`config.mk`:
```
export PLATFORM = sky130hd
export DESIGN_NAME = keypad_scanner
export DESIGN_NICKNAME = d
export VERILOG_FILES = /design/src/rtl/keypad_pkg.sv /design/src/rtl/keypad_scanner_sync_2ff.sv /design/src/rtl/keypad_scanner.sv
export SDC_FILE = /design/constraint.sdc
export NUM_CORES = 1
export LEC_CHECK = 0
export ABC_AREA = 1
export BUFFER_PORTS_ARGS = -buffer_cell sky130_fd_sc_hd__clkbuf_2
export CORE_UTILIZATION = 64
export CTS_CLUSTER_SIZE = 24
export DETAILED_ROUTE_END_ITERATION = 8
export GPL_TIMING_DRIVEN = 0
export MAX_ROUTING_LAYER = met4
export PLACE_DENSITY_LB_ADDON = 0.25
export SETUP_SLACK_MARGIN = 0.1
export SLEW_MARGIN = 20
export SYNTH_ARGS = -nofsm -noshare
export SYNTH_HDL_FRONTEND = slang
export SYNTH_SLANG_ARGS = --single-unit
```
`constraint.sdc`:
```
create_clock -name clk -period 3.35 [get_ports clk]
set_input_delay 0.335 -clock clk [delete_from_list [all_inputs] [get_ports clk]]
set_output_delay 0.335 -clock clk [all_outputs]
set_load 0.03 [all_outputs]
```
`src/rtl/keypad_pkg.sv`:
```
// Shared types, key layout and row arbitration for the 4x4 hex keypad scanner.
package keypad_pkg;

  typedef enum logic [1:0] {
    SCAN,
    DEBOUNCE,
    HELD
  } scan_state_t;

  localparam logic [3:0] KEYMAP [4][4] = '{
    '{4'h1, 4'h2, 4'h3, 4'hA},
    '{4'h4, 4'h5, 4'h6, 4'hB},
    '{4'h7, 4'h8, 4'h9, 4'hC},
    '{4'hE, 4'h0, 4'hF, 4'hD}
  };

  // Rows are active-low; the lowest-numbered low row wins.
  function automatic logic [1:0] row_priority(input logic [3:0] rows_n);
    logic [1:0] idx;
    idx = 2'd0;
    for (int i = 3; i >= 0; i--) begin
      if (!rows_n[i]) idx = 2'(i);
    end
    return idx;
  endfunction

endpackage

```
`src/rtl/keypad_scanner_sync_2ff.sv`:
```
// Two-flop synchronizer; resets to all-ones so idle (pulled-up) rows read as released.
module sync_2ff #(
  parameter int WIDTH = 4
) (
  input  logic             clk,
  input  logic             rst_n,
  input  logic [WIDTH-1:0] i_d,
  output logic [WIDTH-1:0] o_q
);

  logic [WIDTH-1:0] r_meta;
  logic [WIDTH-1:0] r_sync;

  always_ff @(posedge clk or negedge rst_n) begin
    if (!rst_n) begin
      r_meta <= '1;
      r_sync <= '1;
    end else begin
      r_meta <= i_d;
      r_sync <= r_meta;
    end
  end

  assign o_q = r_sync;

endmodule

```
`src/rtl/keypad_scanner.sv`:
```
// 4x4 keypad scanner: one-cold column drive, debounced press/release, one code per press.
// Optional auto-repeat while held: define KEYPAD_REPEAT_EN.
module keypad_scanner
  import keypad_pkg::*;
#(
  parameter int SCAN_DIV       = 4800,
  parameter int DEBOUNCE_SCANS = 20,
  parameter int REPEAT_DWELLS  = 2500
) (
  input  logic       clk,
  input  logic       reset,
  input  logic [3:0] row,
  output logic [3:0] col,
  output logic [3:0] key,
  output logic       key_valid,
  output logic       key_held
);

  if (SCAN_DIV < 4 || DEBOUNCE_SCANS < 1 || REPEAT_DWELLS < 1) begin : g_bad_params
    $error("keypad_scanner: SCAN_DIV must be >= 4, counts must be >= 1");
  end

  localparam int DIV_W = $clog2(SCAN_DIV);
  localparam int CNT_W = $clog2(DEBOUNCE_SCANS + 1);
  localparam logic [DIV_W-1:0] DIV_LAST = DIV_W'(SCAN_DIV - 1);
  localparam logic [CNT_W-1:0] CNT_LAST = CNT_W'(DEBOUNCE_SCANS - 1);

  logic [DIV_W-1:0] r_div;
  logic             w_tick;
  logic [3:0]       w_row_sync;

  scan_state_t      r_state,   w_state_n;
  logic [3:0]       r_col,     w_col_n;
  logic [1:0]       r_col_idx, w_col_idx_n;
  logic [1:0]       r_row_idx, w_row_idx_n;
  logic [CNT_W-1:0] r_cnt,     w_cnt_n;
  logic [3:0]       r_key,     w_key_n;
  logic             r_valid,   w_valid_n;
  logic             r_held,    w_held_n;
  logic [3:0]       w_col_adv;

`ifdef KEYPAD_REPEAT_EN
  localparam int REP_W = $clog2(REPEAT_DWELLS + 1);
  localparam logic [REP_W-1:0] REP_LAST = REP_W'(REPEAT_DWELLS - 1);
  logic [REP_W-1:0] r_rep, w_rep_n;
`endif

  sync_2ff #(.WIDTH(4)) u_row_sync (
    .clk   (clk),
    .rst_n (reset),
    .i_d   (row),
    .o_q   (w_row_sync)
  );

  always_ff @(posedge clk or negedge reset) begin
    if (!reset) r_div <= '0;
    else        r_div <= (r_div == DIV_LAST) ? '0 : r_div + DIV_W'(1);
  end

  assign w_tick    = (r_div == DIV_LAST);
  assign w_col_adv = {r_col[2:0], r_col[3]};

  // The column register doubles as the captured column while DEBOUNCE/HELD freeze it.
  always_comb begin
    w_state_n   = r_state;
    w_col_n     = r_col;
    w_col_idx_n = r_col_idx;
    w_row_idx_n = r_row_idx;
    w_cnt_n     = r_cnt;
    w_key_n     = r_key;
    w_valid_n   = 1'b0;
    w_held_n    = r_held;
`ifdef KEYPAD_REPEAT_EN
    w_rep_n     = r_rep;
`endif
    if (w_tick) begin
      case (r_state)
        SCAN: begin
          if (w_row_sync != 4'hF) begin
            w_row_idx_n = row_priority(w_row_sync);
            w_cnt_n     = CNT_W'(1);
            w_state_n   = DEBOUNCE;
          end else begin
            w_col_n     = w_col_adv;
            w_col_idx_n = r_col_idx + 2'd1;
          end
        end
        DEBOUNCE: begin
          if (!w_row_sync[r_row_idx]) begin
            if (r_cnt >= CNT_LAST) begin
              w_key_n   = KEYMAP[r_row_idx][r_col_idx];
              w_valid_n = 1'b1;
              w_held_n  = 1'b1;
              w_cnt_n   = '0;
              w_state_n = HELD;
`ifdef KEYPAD_REPEAT_EN
              w_rep_n   = '0;
`endif
            end else begin
              w_cnt_n = r_cnt + CNT_W'(1);
            end
          end else begin
            w_state_n   = SCAN;
            w_col_n     = w_col_adv;
            w_col_idx_n = r_col_idx + 2'd1;
          end
        end
        HELD: begin
          if (w_row_sync[r_row_idx]) begin
`ifdef KEYPAD_REPEAT_EN
            w_rep_n = '0;
`endif
            if (r_cnt >= CNT_LAST) begin
              w_held_n    = 1'b0;
              w_cnt_n     = '0;
              w_state_n   = SCAN;
              w_col_n     = w_col_adv;
              w_col_idx_n = r_col_idx + 2'd1;
            end else begin
              w_cnt_n = r_cnt + CNT_W'(1);
            end
          end else begin
            w_cnt_n = '0;
`ifdef KEYPAD_REPEAT_EN
            if (r_rep >= REP_LAST) begin
              w_valid_n = 1'b1;
              w_rep_n   = '0;
            end else begin
              w_rep_n = r_rep + REP_W'(1);
            end
`endif
          end
        end
        default: w_state_n = SCAN;
      endcase
    end
  end

  always_ff @(posedge clk or negedge reset) begin
    if (!reset) begin
      r_state   <= SCAN;
      r_col     <= 4'b1110;
      r_col_idx <= 2'd0;
      r_row_idx <= 2'd0;
      r_cnt     <= '0;
      r_key     <= 4'h0;
      r_valid   <= 1'b0;
      r_held    <= 1'b0;
`ifdef KEYPAD_REPEAT_EN
      r_rep     <= '0;
`endif
    end else begin
      r_state   <= w_state_n;
      r_col     <= w_col_n;
      r_col_idx <= w_col_idx_n;
      r_row_idx <= w_row_idx_n;
      r_cnt     <= w_cnt_n;
      r_key     <= w_key_n;
      r_valid   <= w_valid_n;
      r_held    <= w_held_n;
`ifdef KEYPAD_REPEAT_EN
      r_rep     <= w_rep_n;
`endif
    end
  end

  assign col       = r_col;
  assign key       = r_key;
  assign key_valid = r_valid;
  assign key_held  = r_held;

endmodule

```
======== Word-level counts from Yosys, hierarchy flattened ========
Index checks and enable logic that the tools add are counted.
word-level totals
  input port bits ......................... 6
  word-level logic and storage cells ...... 85
  output and inout port bits .............. 10
  bits in registers ....................... 42
cells by class
  multiplexer cells ....................... 43
  $lt $le $gt $ge ......................... 4
  reduce and logical (&&, ||, !) cells .... 9
  equal/unequal tests ..................... 12
  $add $sub $neg .......................... 3
  bitwise gates (word level) .............. 3
operator list
  cell                                                                           count
  16-bit binary-select mux with 2-bit select                                     1
  16-bit two-way mux                                                             2
  2-bit two-way mux                                                              13
  4-bit two-way mux                                                              6
  5-bit two-way mux                                                              4
  5-bit case mux with 3 select lines                                             1
  2-bit != test (second input constant)                                          7
  13-bit by 1-bit adder with 13-bit output (second input constant)               1
  13-bit == test (second input constant)                                         1
  13-bit two-way mux                                                             1
  2-bit case mux with 3 select lines                                             2
  4-bit case mux with 3 select lines                                             1
  6-bit AND reduction                                                            2
  1-bit two-way mux                                                              9
  4-bit binary-select mux with 2-bit select                                      1
  4-bit AND reduction                                                            2
  3-bit greater-or-equal comparator (second input constant)                      2
  2-bit inverter with 3-bit output                                               2
  5-bit by 1-bit adder with 5-bit output (second input constant)                 1
  5-bit greater-or-equal comparator (second input constant)                      1
  5-bit AND reduction                                                            1
  4-bit != test (second input constant)                                          1
  2-bit by 3-bit less-than comparator with 1-bit output (second input constant)  1
  3-bit != test (second input constant)                                          1
  10 further kinds                                                               10

======== Logic depth before layout (Yosys ltp) ========
Gate-level depths: netlist of the first run.
  depth after elaboration ................. 7
  gate-level depth with buffers ........... 12
  mapped depth without buffers ............ 11

======== Modules after synthesis ========
Synthesis of the first run repeated with hierarchy kept, for this count alone.
unflattened totals
  cell total of the unflattened synthesis .. 274
  area, all modules ....................... 2,229.6 sq um
modules (own cells, without submodules)
  module          instances  seq. area each (sq um)  cells each  area each (sq um)
  keypad_scanner  1          854.6                   266         2,019.4
  sync_2ff        1          210.2                   8           210.2

======== Worst setup path after synthesis of the first run ========
Ideal clock, no wire load.
  path type ............................... register to register
  start ................................... register r_cnt[0]
  end ..................................... register r_cnt[4]
  data required time ...................... 3,285 ps
  period minus slack after synthesis ...... 1,492 ps
  setup slack ............................. 1,858 ps
  cell stages (with the launch flop) ...... 9
  arrival time ............................ 1,427 ps
  buffers on the path ..................... 0
  setup time .............................. 65 ps
  cells stage by stage .................... dfrtp_1 -> ha_1 -> nor2_1 -> nand3_1 -> nand2_1 -> nand2_1 -> o21ai_0 -> nand3_1 -> nand2_1
on the way
  word-level cells in the longest chain between the ends .. 4
  elaborated cells between the ends (all ways) .. 6
  classes of those cells .................. add/sub (1); order compare (1); mux (4)
ends and longest elaborated chain
  what                                                                                         line                                         text
  start: declaration                                                                           keypad_scanner.sv:36                         logic [CNT_W-1:0] r_cnt, w_cnt_n;
  start signal: assignment                                                                     keypad_scanner.sv:157                        r_cnt <= w_cnt_n;
  5-bit by 1-bit adder with 5-bit output or 5-bit greater-or-equal comparator (tied branches)  --
  5-bit two-way mux *                                                                          keypad_scanner.sv:90, keypad_scanner.sv:113
  5-bit two-way mux (on tied branches)                                                         keypad_scanner.sv:109, keypad_scanner.sv:89
  5-bit case mux with 3 select lines *                                                         keypad_scanner.sv:77                         case (r_state)
Every way passes the cells marked *; elsewhere a longest branch is shown, timed or not. The select of a mux whose other input is x is not followed.
A chain may end at the register's enable or synchronous reset.

======== Worst setup path in the final report of the first run ========
Same ends and word-level chain as after synthesis.

==> metrics.yaml, run 1 <==
run_status:
  status: "complete, no violations"
setup_path:
  r2r_start: "r_cnt[0]"
  cp_cell_sequence: "ha_1 > nor2_1 > nand3_1 > nand2_1 > nand2_1 > o21ai_0 > nand3_1 > nand2_1"
  cp_slowest_cell: "dfrtp_1"
  worstPathRequired_ns: 3.65
  cp.arrival_ns: 2.10
  slowest_delay_ns: 0.45
  cp-end-kind: "register"
  rr_worst_depth: 8
  r2r-end: "r_cnt[4]"
  crit_family: "simple AND/OR/NAND/NOR gates"
  start_kind: "register"
  critPathKind: "reg2reg"
  crit_buf_inv: 0
  r2r_setup_slack_ns: 1.55
  crit_fanout: 6
  cpMostUsedCell: "nand2_1"
final_layout:
  antennaDiodeCount: 0
  mostFrequentLayoutCells: "nand2_1 (89), nor2_1 (32), dfrtp_1 (31)"
  stdcell_area_sq_um: 2400
  drive_above_1_share_pct: 18.2
  layout.nets: 308
  final_common_cell: "nand2_1"
  area_growth_pct: 10.9
  instances_no_fill: 341
yosys:
  synth-seq-cells: 42
  synth_edf_count: 0
  synth_area_sq_um: 2160
  yosysUniqueCellTypes: 26
  synth-seq-area-share_pct: 49.2
  yosysWarnings: 0
  ys_top_cells_by_area: "dfrtp_1 (36%), nand2_1 (15%), dfstp_2 (13%)"
  synth_top_cell_area_share_pct: 35.8
  avgSynthCellArea_sq_um: 7.90
  synth_flop_cell: "dfrtp_1"
  async_reset_ff_share_pct: 100
  yosysTopAreaCell: "dfrtp_1"
  syn_inst: 274
  syn_nets: 286
routing:
  drc: 0
  num_vias: 1777
  drt_first_pass_iters: 4
  drt-vias-per-instance: 5.21
  routed_wirelength_mm: 3.97
  ant_nets: 0
  drtIter0Drc: 87
  wl_per_cell_microns: 11.6
floorplanning:
  core_area_sq_um: 3130
  fp.dieArea_sq_um: 3620
  ios: 16
  die_x_microns: 60.2
  initial_core_util_pct: 69.2
  row_count: 20
  fp.dieH_microns: 60.2
global_route:
  track_usage_pct: 26.0
  grt_pass1_vias: 1545
  grt_max_degree: 43
  grt_pass1_wl_mm: 6.65
  antenna_found_initial: 0
  grt-ovfl-total: 0
sta:
  skew_ns: 0.00772
  finalCritPeriodShare_pct: 53.8
  worst_pin_slew_ns: 0.870
  finalSetupViolations: 0
  hold_violations: 0
  slew_headroom_pct: 42.0
  fin_crit_ns: 1.80
  fmax_mhz: 555
  drv_slew: 0
  whs_ns: 0.0406
  tns_ns: 0
  rsz0062_at_grt: "false"
min_path:
  hold_end: "u_row_sync.r_meta[2]"
  worst_hold_path_type: "in2reg"
  hp-start: "row[2]"
  holdPathStages: 1
flow_run:
  drv_cap: 0
power:
  power.total_uw: 938
  irDropWorstVdd_v: 0.000305
  power_density_nw_per_um2: 391
  p_leak_uw: 0.00119
clock_network:
  cts_tree: "yes"
  cts-root-buf: "clkbuf_4"
  cts-resized-gates: 0
  h-tree-depth: 2
  cts_buffers: 5
  clk_path_buf_depth: 2
  cts_sinks: 42
  holdBufCountCts: 0
  clock_latency_ns: 0.36
  cts_setup_buffers: 0
  clk_pin_slew_ns: 0.12
placed_design:
  hpwl_mm: 2.95
  dp_cells: 333
  gp_routability_congestion: 0.898
  place_area_sq_um: 2290
  portBuffers: 15
worst register-to-register path: cells and delay by family, from the launching register on:
kind | cells | cell delay [ns]
DFF | 1 | 0.45
AOI/OAI and AO/OA | 1 | 0.35
adders and majority gates | 1 | 0.23
and+or+nand+nor | 6 | 0.72
cells in the mapped netlist, types with 4 or more instances:
master	number
dfstp_2	11
nand2_1	89
o21ai_0	12
nand3_1	18
xor2_1	5
nor2_2	4
dfrtp_1	31
a21oi_1	11
ha_1	6
inv_2	5
inv_1	25
nor2_1	32
nor3_1	4
per-layer routing:
| layer | global-route usage [%] | wire (microns) | up-vias |
|---|---|---|---|
| li1 | - | - | 910 |
| met2 | 40.3 | 1850 | 56 |
| met3 | 6.28 | 228 | 6 |
| met5 | - | 0 | - |
| met1 | 32.6 | 1820 | 805 |
| met4 | 10.6 | 65 | 0 |
state kept, by name, summed over array words and instances, names as in the netlist:
signal / count
r_col_idx: 2
key: 4
key_valid: 1
r_row_idx: 2
key_held: 1
u_row_sync.o_q: 4
u_row_sync.r_meta: 4
r_cnt: 5
r_state: 2
col: 4
r_div: 13
logic make-up (layout without fill, tap and decap cells):
group | after synthesis | in the layout | share of synthesized area (%)
XOR/XNOR | 5 | 5 | 2.02
flip-flops | 42 | 42 | 49.2
buffers and inverters | 33 | 56 | 6.30
AND/OR/NAND/NOR | 158 | 158 | 31.5
adder cells (fa/ha/maj) | 6 | 6 | 3.47
AO/OA/AOI/OAI | 30 | 30 | 7.51
power by group:
group          switching, uW  internal (uW)
clock                    167            233
combinational           14.4           4.27
sequential              2.91            516
total                    185            754
through the flow:
| step | utilization (%) | setup slack (ns) |
|---|---|---|
| after global placement | 73.4 | 1.61 |
| after floorplan | - | 1.86 |
| final | 76.8 | 1.55 |
| after detailed placement | 73.4 | 1.59 |
| after CTS | 76.8 | 1.56 |
| after global routing | 76.8 | 1.38 |
worst max path at each step:
stage	startpoint	endpoint	slack, ns	cells past startpoint
finish	r_cnt[0]	r_cnt[4]	1.55	8
floorplan	r_cnt[0]	r_cnt[4]	1.86	8
global placement	r_cnt[0]	r_cnt[3]	1.61	8
CTS	r_cnt[0]	r_cnt[4]	1.56	8
detailed placement	r_cnt[0]	r_cnt[4]	1.59	8
global route	r_cnt[0]	r_cnt[3]	1.38	8
final cells by class:
class | count | area, sq um
plain buffers | 3 | 23.8
clock buffers | 5 | 37.5
clock inverters | 3 | 68.8
fillers | 216 | 727
inverters | 30 | 113
multi-input cells | 199 | 963
flip-flops and latches | 42 | 1060
well taps | 44 | 55.1
repair buffers | 15 | 75.1
(Power assumes the default switching activity.)
==> run 2, diff against run 1 <==
--- a/config.mk
+++ b/config.mk
@@ -7,7 +7,7 @@
 export LEC_CHECK = 0
 export ABC_AREA = 1
 export BUFFER_PORTS_ARGS = -buffer_cell sky130_fd_sc_hd__clkbuf_2
-export CORE_UTILIZATION = 64
+export CORE_UTILIZATION = 59
 export CTS_CLUSTER_SIZE = 24
 export DETAILED_ROUTE_END_ITERATION = 8
 export GPL_TIMING_DRIVEN = 0
==> constraint.sdc (replaced) <==
create_clock -name clk -period 1.7 [get_ports clk]
set_input_delay 0.17 -clock clk [delete_from_list [all_inputs] [get_ports clk]]
set_output_delay 0.17 -clock clk [all_outputs]
set_load 0.03 [all_outputs]
==> run 2 against run 1 <==
Setup slack got worse by 1.4 ns. Combinational power grew to 2.7 times the previous value. Wire length is 6.7% higher. Non-clock buffer count is 14 higher. Clock power is 98% higher. Largest power group unchanged.
==> metrics.yaml, run 2 (synthesis results as in run 1) <==
sta:
  tns_ns: 0  # unchanged
  fin_crit_ns: 1.56  # was 1.80 ns
  fmax_mhz: 640  # was 555 MHz
  finalSetupViolations: 0  # unchanged
  finalCritPeriodShare_pct: 91.9  # was 53.8%
  drv_slew: 0  # unchanged
  rsz0062_at_grt: "true"  # was false
  skew_ns: 0.0184  # was 0.00772 ns
  slew_headroom_pct: 41.7  # was 42.0%
  hold_violations: 0  # unchanged
  worst_pin_slew_ns: 0.874  # was 0.870 ns
floorplanning:
  row_count: 21  # was 20
  die_x_microns: 62.6  # was 60.2 microns
  fp.dieH_microns: 62.6  # was 60.2 microns
  core_area_sq_um: 3420  # was 3130 sq um
  ios: 16  # unchanged
  fp.dieArea_sq_um: 3920  # was 3620 sq um
  initial_core_util_pct: 63.4  # was 69.2%
power:
  comb_power_share_pct: 2.7  # was 2.0%
  switchingPower_uw: 374  # was 185 uW
  internal-power_uw: 1490  # was 754 uW
  swShare_pct: 20.0  # was 19.7%
  p_seq_share_pct: 54.8  # was 55.3%
  irDropWorstVdd_v: 0.000720  # was 0.000305 V
  p_leak_uw: 0.00126  # was 0.00119 uW
  power_density_nw_per_um2: 713  # was 391 nW/um^2
  p_clk_share_pct: 42.5  # was 42.7%
run_status:
  status: "complete, no violations"  # unchanged
final_layout:
  mostFrequentLayoutCells: "nand2_1 (79), dfrtp_1 (31), nor2_1 (27)"  # was nand2_1 (89), nor2_1 (32), dfrtp_1 (31)
  top_register: "r_div"  # unchanged
  antennaDiodeCount: 0  # unchanged
  stdcell_area_sq_um: 2620  # was 2400 sq um
  fillers: 233  # was 216
  drive_above_1_share_pct: 28.0  # was 18.2%
  largestRegisters: "r_div (13), r_cnt (5)"  # unchanged
  seq_area_sq_um: 1060  # unchanged
  final_common_cell: "nand2_1"  # unchanged
  largest_reg_flops: 13  # unchanged
  multiInputGateArea_sq_um: 1050  # was 963 sq um
  layout.nets: 322  # was 308
  area_growth_pct: 21.0  # was 10.9%
global_route:
  grt_pass1_vias: 1658  # was 1545
  grt-ovfl-total: 0  # unchanged
  track_usage_pct: 24.2  # was 26.0%
  grt_max_degree: 43  # unchanged
  grt_pass1_wl_mm: 7.16  # was 6.65 mm
  antenna_found_initial: 0  # unchanged
routing:
  drt_first_pass_iters: 4  # unchanged
  num_vias: 1831  # was 1777
  routed_wirelength_mm: 4.23  # was 3.97 mm
  wl_per_cell_microns: 11.9  # was 11.6 microns
  ant_nets: 0  # unchanged
  drtIter0Drc: 110  # was 87
  drt-vias-per-instance: 5.13  # was 5.21
  drc: 0  # unchanged
setup_path:
  r2r-end: "col[0]"  # was r_cnt[4]
  r2r_start: "u_row_sync.o_q[3]"  # was r_cnt[0]
  crit_fanout: 6  # unchanged
  start_kind: "register"  # unchanged
  cp.arrival_ns: 1.81  # was 2.10 ns
  worstPathRequired_ns: 1.95  # was 3.65 ns
  cp-end-kind: "register"  # unchanged
  critPathKind: "reg2reg"  # unchanged
  rr_worst_depth: 9  # was 8
  r2r_setup_slack_ns: 0.14  # was 1.55 ns
min_path:
  hp-start: "u_row_sync.r_meta[1]"  # was row[2]
  worst_hold_path_type: "reg2reg"  # was in2reg
  holdPathStages: 0  # was 1
  hold_end: "u_row_sync.o_q[1]"  # was u_row_sync.r_meta[2]
clock_network:
  clock_latency_ns: 0.36  # about the same
  clk_pin_slew_ns: 0.13  # was 0.12 ns
  cts_buffers: 5  # unchanged
  h-tree-depth: 2  # unchanged
  cts_tree: "yes"  # unchanged
  cts-root-buf: "clkbuf_4"  # unchanged
  clk_path_buf_depth: 2  # unchanged
  cts_sinks: 42  # unchanged
placed_design:
  hpwl_mm: 2.80  # was 2.95 mm
  place_area_sq_um: 2300  # was 2290 sq um
  gp_routability_congestion: 0.962  # was 0.898
  portBuffers: 15  # unchanged
flow_run:
  drv_cap: 0  # unchanged
## run 2: worst max path at each step
stage	from	endpoint	slack, ns
after CTS	u_row_sync.o_q[1]	col[0]	0.11
final	u_row_sync.o_q[3]	col[0]	0.14
after floorplan	r_cnt[0]	r_cnt[4]	0.21
after global routing	r_cnt[1]	col[0]	0.03
after detailed placement	r_cnt[0]	r_cnt[4]	-0.06
after global placement	r_cnt[0]	r_cnt[4]	-0.04
## run 2: power by group through the flow
| stage | sequential [uW] | clock, uW | combinational [uW] |
|---|---|---|---|
| after global placement | 1040 | 0 | 37.2 |
| after global routing | 1020 | 854 | 59.3 |
| after floorplan | 1040 | 0 | 11.3 |
| after CTS | 1020 | 806 | 47.2 |
| after detailed placement | 1040 | 0 | 38.1 |
| final | 1020 | 794 | 51.2 |
## run 2: layer usage
metal,up-vias,GRT usage [%],share of wire [%]
li1,937,-,-
met1,846,32.4,47
met2,41,36.0,47
met3,7,4.93,3.5
met4,0,10.2,1.7
met5,-,-,0
## run 2: worst max-delay path: stages, from the launching register on
cell and delay, ns:
dfstp_2 0.58, nand2_2 0.07, nor2_4 0.12, nor2_2 0.05
nor2_1 0.12, nand3_2 0.12, nor2_4 0.20, inv_2 0.08
nand2_1 0.06, nand2_1 0.05
## run 2: cell type report
type / count / share of cell area, %
Clock inverter: 3 / 2.63
Tap cell: 46 / 2.20
Inverter: 30 / 4.40
Clock buffer: 5 / 1.43
Multi-Input combinational cell: 199 / 40.2
Sequential cell: 42 / 40.7
Buffer: 3 / 1.15
Timing Repair Buffer: 29 / 7.36
## run 2: timing repair
action / CTS / global route
buffers inserted: 1 / 8
setup endpoints to repair: 13 / 17
cloned: 0 / 0
gates resized for setup: 3 / 31
hold buffers: 5 / 0
pin swaps: 0 / 11
hold endpoints to repair: 35 / 0
## run 2: through the flow
stage | std cells | utilization, % | hold slack [ns] | power, uW | worst slack [ns]
4_1_cts | 349 | 72.2 | 0.367 | 1880 | 0.112
3_3_place_gp | 335 | 67.3 | 0.258 | 1080 | -0.0365
5_1_grt | 357 | 76.7 | 0.368 | 1940 | 0.0344
6_report | 357 | 76.7 | 0.365 | 1870 | 0.138
2_1_floorplan | 274 | - | -0.126 | 1050 | 0.208
3_5_place_dp | 335 | 67.3 | 0.259 | 1080 | -0.0602
